[src/rtl/ace_desc_alloc_sched.sv]
// Descriptor allocation scheduler: round-robin requester arbitration, lowest free enabled slot,
// valid/ready offer channel, busy/free-count status and a checked release port.
module ace_desc_alloc_sched #(
  parameter int MAX_DESC = 16,
  parameter int NUM_REQ = 4,
  localparam int DESC_IDX_WIDTH = $clog2(MAX_DESC),
  localparam int REQ_IDX_WIDTH = $clog2(NUM_REQ)
) (
  input  logic                      clk,
  input  logic                      rst_n,
  input  logic [NUM_REQ-1:0]        req_vld,
  input  logic [MAX_DESC-1:0]       desc_en,
  output logic                      alloc_vld,
  input  logic                      alloc_rdy,
  output logic [DESC_IDX_WIDTH-1:0] alloc_idx,
  output logic [NUM_REQ-1:0]        alloc_gnt,
  input  logic                      free_vld,
  input  logic [DESC_IDX_WIDTH-1:0] free_idx,
  output logic [MAX_DESC-1:0]       busy,
  output logic [DESC_IDX_WIDTH:0]   free_cnt,
  output logic                      err_free
);

  localparam int SLOT_SPACE = 1 << DESC_IDX_WIDTH;

  typedef enum logic {IDLE, OFFER} state_t;

  state_t                    state, next_state;
  logic                      take, done;
  logic [MAX_DESC-1:0]       avail;
  logic [DESC_IDX_WIDTH-1:0] pick;
  logic [DESC_IDX_WIDTH:0]   avail_cnt;
  logic [REQ_IDX_WIDTH-1:0]  rr_ptr, win, gnt_idx, next_ptr;
  logic [NUM_REQ-1:0]        gnt_oh;
  logic [SLOT_SPACE-1:0]     busy_ext;
  logic                      free_ok;
  logic [MAX_DESC-1:0]       busy_nxt;

  assign avail = ~busy & desc_en;

  always_comb begin
    pick = '0;
    for (int i = MAX_DESC - 1; i >= 0; i--) begin
      if (avail[i]) pick = DESC_IDX_WIDTH'(i);
    end
  end

  always_comb begin
    avail_cnt = '0;
    for (int i = 0; i < MAX_DESC; i++) begin
      avail_cnt = avail_cnt + {{DESC_IDX_WIDTH{1'b0}}, avail[i]};
    end
  end

  // First requesting index at or after rr_ptr, wrapping around.
  always_comb begin
    win = '0;
    for (int i = NUM_REQ - 1; i >= 0; i--) begin
      if (req_vld[(int'(rr_ptr) + i) % NUM_REQ]) win = REQ_IDX_WIDTH'((int'(rr_ptr) + i) % NUM_REQ);
    end
  end

  always_comb begin
    gnt_oh = '0;
    gnt_oh[win] = 1'b1;
  end

  assign next_ptr = (gnt_idx == REQ_IDX_WIDTH'(NUM_REQ - 1)) ? '0 : gnt_idx + 1'b1;

  // Slots beyond MAX_DESC read as not busy, so such releases fall out as illegal.
  assign busy_ext = SLOT_SPACE'(busy);
  assign free_ok  = free_vld && busy_ext[free_idx] && !(state == OFFER && free_idx == alloc_idx);

  always_comb begin
    busy_nxt = busy;
    if (take) busy_nxt[pick] = 1'b1;
    if (free_ok) busy_nxt[free_idx] = 1'b0;
  end

  always_ff @(posedge clk or negedge rst_n) begin
    if (!rst_n) state <= IDLE;
    else        state <= next_state;
  end

  always_comb begin
    next_state = state;
    take       = 1'b0;
    done       = 1'b0;
    case (state)
      IDLE: begin
        if (|req_vld && |avail) begin
          take       = 1'b1;
          next_state = OFFER;
        end
      end
      OFFER: begin
        if (alloc_rdy) begin
          done       = 1'b1;
          next_state = IDLE;
        end
      end
      default: next_state = IDLE;
    endcase
  end

  always_ff @(posedge clk or negedge rst_n) begin
    if (!rst_n) begin
      alloc_vld <= 1'b0;
      alloc_idx <= '0;
      alloc_gnt <= '0;
      gnt_idx   <= '0;
      rr_ptr    <= '0;
      busy      <= '0;
      free_cnt  <= '0;
      err_free  <= 1'b0;
    end else begin
      if (take) begin
        alloc_vld <= 1'b1;
        alloc_idx <= pick;
        alloc_gnt <= gnt_oh;
        gnt_idx   <= win;
      end else if (done) begin
        alloc_vld <= 1'b0;
        alloc_gnt <= '0;
        rr_ptr    <= next_ptr;
      end
      busy     <= busy_nxt;
      free_cnt <= avail_cnt;
      if (free_vld && !free_ok) err_free <= 1'b1;
    end
  end

endmodule

[config.mk]
export PLATFORM = sky130hd
export DESIGN_NAME = ace_desc_alloc_sched
export DESIGN_NICKNAME = d
export VERILOG_FILES = /design/src/rtl/ace_desc_alloc_sched.sv
export SDC_FILE = /design/constraint.sdc
export NUM_CORES = 1
export LEC_CHECK = 0
export CAP_MARGIN = 20
export CORE_ASPECT_RATIO = 0.7
export CORE_UTILIZATION = 54
export CTS_BUF_LIST = sky130_fd_sc_hd__clkbuf_4 sky130_fd_sc_hd__clkbuf_8 sky130_fd_sc_hd__clkbuf_16
export DETAILED_ROUTE_END_ITERATION = 12
export PLACE_DENSITY = 0.83
export SYNTH_ARGS = -nofsm -noshare
export SYNTH_HDL_FRONTEND = slang
export SYNTH_SLANG_ARGS = --single-unit
[constraint.sdc]
create_clock -name clk -period 6.95 [get_ports clk]
set_input_delay 1.0425 -clock clk [delete_from_list [all_inputs] [get_ports clk]]
set_output_delay 1.0425 -clock clk [all_outputs]
set_load 0.02 [all_outputs]
==> summary.md <==
| Metric | Value |
|---|---|
| WHS Endpoint | err_free$_DFFE_PN0P_ |
| Period utilisation layout | 0.6613 |
| Via count | 2216 |
| First-pass GRT wire length | 10180 um |
| Synthesized Nets | 296 |
| Worst Path Max Fanout | 5 |
| Synth top area cells | dfrtp_1, fa_1, nand2_1 |
| Slew @ Worst Pin | 0.7035 ns |
| CTS tree | built |
| Final setup violation count | 0 |
| Largest net degree at the start of global routing | 37 |
| R2r startpoint | busy[3]$_DFF_PN0_ |
| CP Capture Type | flop |
| Leak | 1.395 nW |
| Die ar. | 4802 um2 |
| Arr. time, crit path | 4.82 ns |
| Fillers | 315 |
| Yosys warnings | 0 |
| Crit-path max cell delay | 0.52 ns |
| Count of buffers from port buffering | 58 |
| Mapped cell area | 2444 um2 |
| Most used cell, CP | fa_1 |
| Post-CTS setup buffers | 0 |
| Setup WS pre-CTS | 2.107 ns |
| Sequential fraction of the synthesis area | 0.3687 |
| Number of flops mapped to enable cells by yosys | 0 |
| DR vias/cell | 6.022 |
| Worst R2R Path Depth | 12 |
| Main synth FF type | dfrtp_1 |
| Slowest library cell on the worst path | fa_1 |
| Worst reg2reg path endpoint | free_cnt[4]$_DFF_PN0_ |
| Most common cell in the synthesized netlist | dfrtp_1 |
| Count of state elements after synthesis | 36 |
| Vias in the first global route | 2075 |
| Slew Viols, Final | 0 |
| Root Buffer Master | clkbuf_8 |
| Status | finished clean |
| Number of gates resized after cts | 0 |
| H-tree levels | 2 |
| Initial DRC count | 180 |
| Final wirelength | 6378 um |
| Layout cells sized above 1 | 0.06709 |
| Sink Count | 36 |
| Die extent in y | 58.28 um |
| Die width | 82.40 um |
| WHS Path Cells | 1 |
| Pwr Density | 500.7 nW/um2 |
| CP Class | in2reg |
| Distinct cells, synth | 48 |
| Drt first pass iters | 5 |
| Number of buffers created by CTS | 5 |
| Peak VDD IR | 0.0004600 V |
| Initial Util | 0.5645 |
| Share of the synthesized area in the top cell type | 0.3687 |
| GPL Wtd Cong | 0.9498 |
| Drt wl/cell | 17.33 um |
| Clock transition at the registers of the reported paths | 0.07 ns |
| Total grt overflow | 0 |
| Final Hold Viols | 0 |
| Routed Antenna Nets | 0 |
| Worst hold path class | reg2reg |
| # DRC | 0 |
| Rows | 20 |
| Post-DP HPWL | 4988 um |
| Core area | 4329 um2 |
| Worst Hold Launch | err_free$_DFFE_PN0P_ |
| Tmin final | 4.596 ns |
| Fin Clk Skew | 0.002605 ns |
| Ant diodes | 0 |
| Max clock buf depth | 2 |
| Setup_tns | 0 ns |
| Reg2reg setup slack | 3.15 ns |
| Asr flop ratio synth | 1.000 |
| Initial antenna violation count | 0 |
| Synthesized area per cell | 9.735 um2 |
| Area grow syn2layout | 29.54% |
| GRT Overall Usage | 0.2958 |
| Final WS setup | 2.354 ns |
| CP required | 7.18 ns |
| Max cap viols | 0 |
| Rel. slew slack | 0.5295 |
| CP Launch Type | input pin |
| FMAX | 217.6 MHz |
| Cells after synthesis | 251 |
| List of most frequent post-synthesis cells | dfrtp_1, nand2_1, inv_1 |
| RSZ-0062 raised after global routing | no |
| Fin nets | 357 |
| Crit-path cells | clkdlybuf4s50_1, nor2b_1, fa_1, inv_1, fa_1, fa_1, fa_1, inv_1, ha_1, inv_1, fa_1, nor2b_1, o21a_1 |
| Cell taking the most area after synthesis | dfrtp_1 |
| Ports | 59 |
| Hold buffers post-CTS | 0 |
| Clk_lat worst skew | 0.28 ns |
## cells by family (layout without fill, tap and decap cells)
kind of cell             count (synthesis)  in the layout  share of synthesized area
AO/OA/AOI/OAI                           58             58                     0.1685
AND/OR/NAND/NOR                         98             98                     0.2125
multiplexers                             8              8                    0.06554
XOR/XNOR                                 7              7                    0.02509
buffers and inverters                   27             89                    0.04506
flip-flops                              36             36                     0.3687
adder cells (fa/ha/maj)                 17             17                     0.1147
## critical path: cells and delay by family
family	cells	cell delay, ns
compound gates	1	0.11
fa+ha+maj	6	2.47
simple gates	2	0.53
buf+inv	4	0.67
## flip-flops by register name (all words and copies together), names as in the netlist
signal     flops
busy          16
free_cnt       5
alloc_gnt      4
alloc_idx      4
gnt_idx        2
rr_ptr         2
alloc_vld      1
err_free       1
state          1
## where the power goes
| part | switching, mW | total [mW] | internal [mW] |
|---|---|---|---|
| combinational | 0.569 | 1.04 | 0.472 |
| sequential | 0.0825 | 0.390 | 0.308 |
| clock | 0.0748 | 0.154 | 0.0791 |
## metrics by stage
stage	hold slack (ns)	power, mW	utilization	std cells	cell area (um2)
after detailed placement	0.4497	1.425	0.7098	360	3073
final	0.4572	1.585	0.7312	368	3166
after CTS	0.4641	1.588	0.7312	368	3166
after global placement	0.4452	1.395	0.7098	360	3073
after floorplan	0.4500	1.091	-	251	2444
after global routing	0.4950	1.733	0.7312	368	3166
## placed cells by master (no fill, tap or decap), types with 2 or more instances in the layout
| master | synthesis | routed |
|---|---|---|
| a2bb2oi_1 | 7 | 7 |
| o31ai_1 | 5 | 5 |
| a31oi_1 | 10 | 10 |
| clkbuf_8 | 0 | 6 |
| nor2_4 | 2 | 2 |
| o21ai_0 | 4 | 4 |
| clkinv_2 | 0 | 2 |
| nor2b_1 | 8 | 8 |
| inv_1 | 22 | 22 |
| a21oi_1 | 16 | 16 |
| fa_1 | 9 | 9 |
| nand2b_1 | 16 | 16 |
| clkdlybuf4s50_1 | 0 | 58 |
| nor3_4 | 2 | 2 |
| nand2_1 | 31 | 31 |
| dfrtp_1 | 36 | 36 |
| nor2_1 | 16 | 16 |
| nor3_1 | 2 | 2 |
| nand4_1 | 4 | 4 |
| o211ai_1 | 2 | 2 |
| mux4_1 | 4 | 4 |
| and2_1 | 2 | 2 |
| xor2_1 | 2 | 2 |
| ha_1 | 8 | 8 |
| mux2_2 | 2 | 2 |
| xnor2_1 | 5 | 5 |
| nand3_1 | 10 | 10 |
## how the worst max path moves through the flow
| stage | start | cells after the start | slack (ns) | endpoint |
|---|---|---|---|---|
| after floorplan | desc_en[0] | 12 | 2.76 | free_cnt[4]$_DFF_PN0_ |
| after global placement | desc_en[3] | 13 | 2.11 | free_cnt[4]$_DFF_PN0_ |
| after detailed placement | desc_en[3] | 13 | 2.11 | free_cnt[4]$_DFF_PN0_ |
| after CTS | desc_en[3] | 13 | 2.37 | free_cnt[4]$_DFF_PN0_ |
| after global routing | desc_en[0] | 13 | 2.18 | free_cnt[4]$_DFF_PN0_ |
| final | desc_en[3] | 13 | 2.35 | free_cnt[4]$_DFF_PN0_ |
## cell type report
class | count | area, um2 | share of cell area
flip-flops and latches | 36 | 900.9 | 0.2846
inverters | 22 | 82.58 | 0.02609
multi-input cells | 188 | 1433 | 0.4526
clock inverters | 2 | 10.01 | 0.003162
repair buffers | 59 | 588.1 | 0.1858
well taps | 55 | 68.82 | 0.02174
clock buffers | 6 | 82.58 | 0.02609
## routing by layer
layer  share of wire  GRT usage  vias to the layer above  wire length, um
li1                -          -                     1011                -
met1            0.46     0.4579                     1063             2944
met2            0.41     0.4014                      128             2644
met3            0.11    0.08819                       14              708
met4           0.013    0.07268                        0               80
met5               0          0                        -                0
No activity file was read; power rests on OpenSTA's default activity.
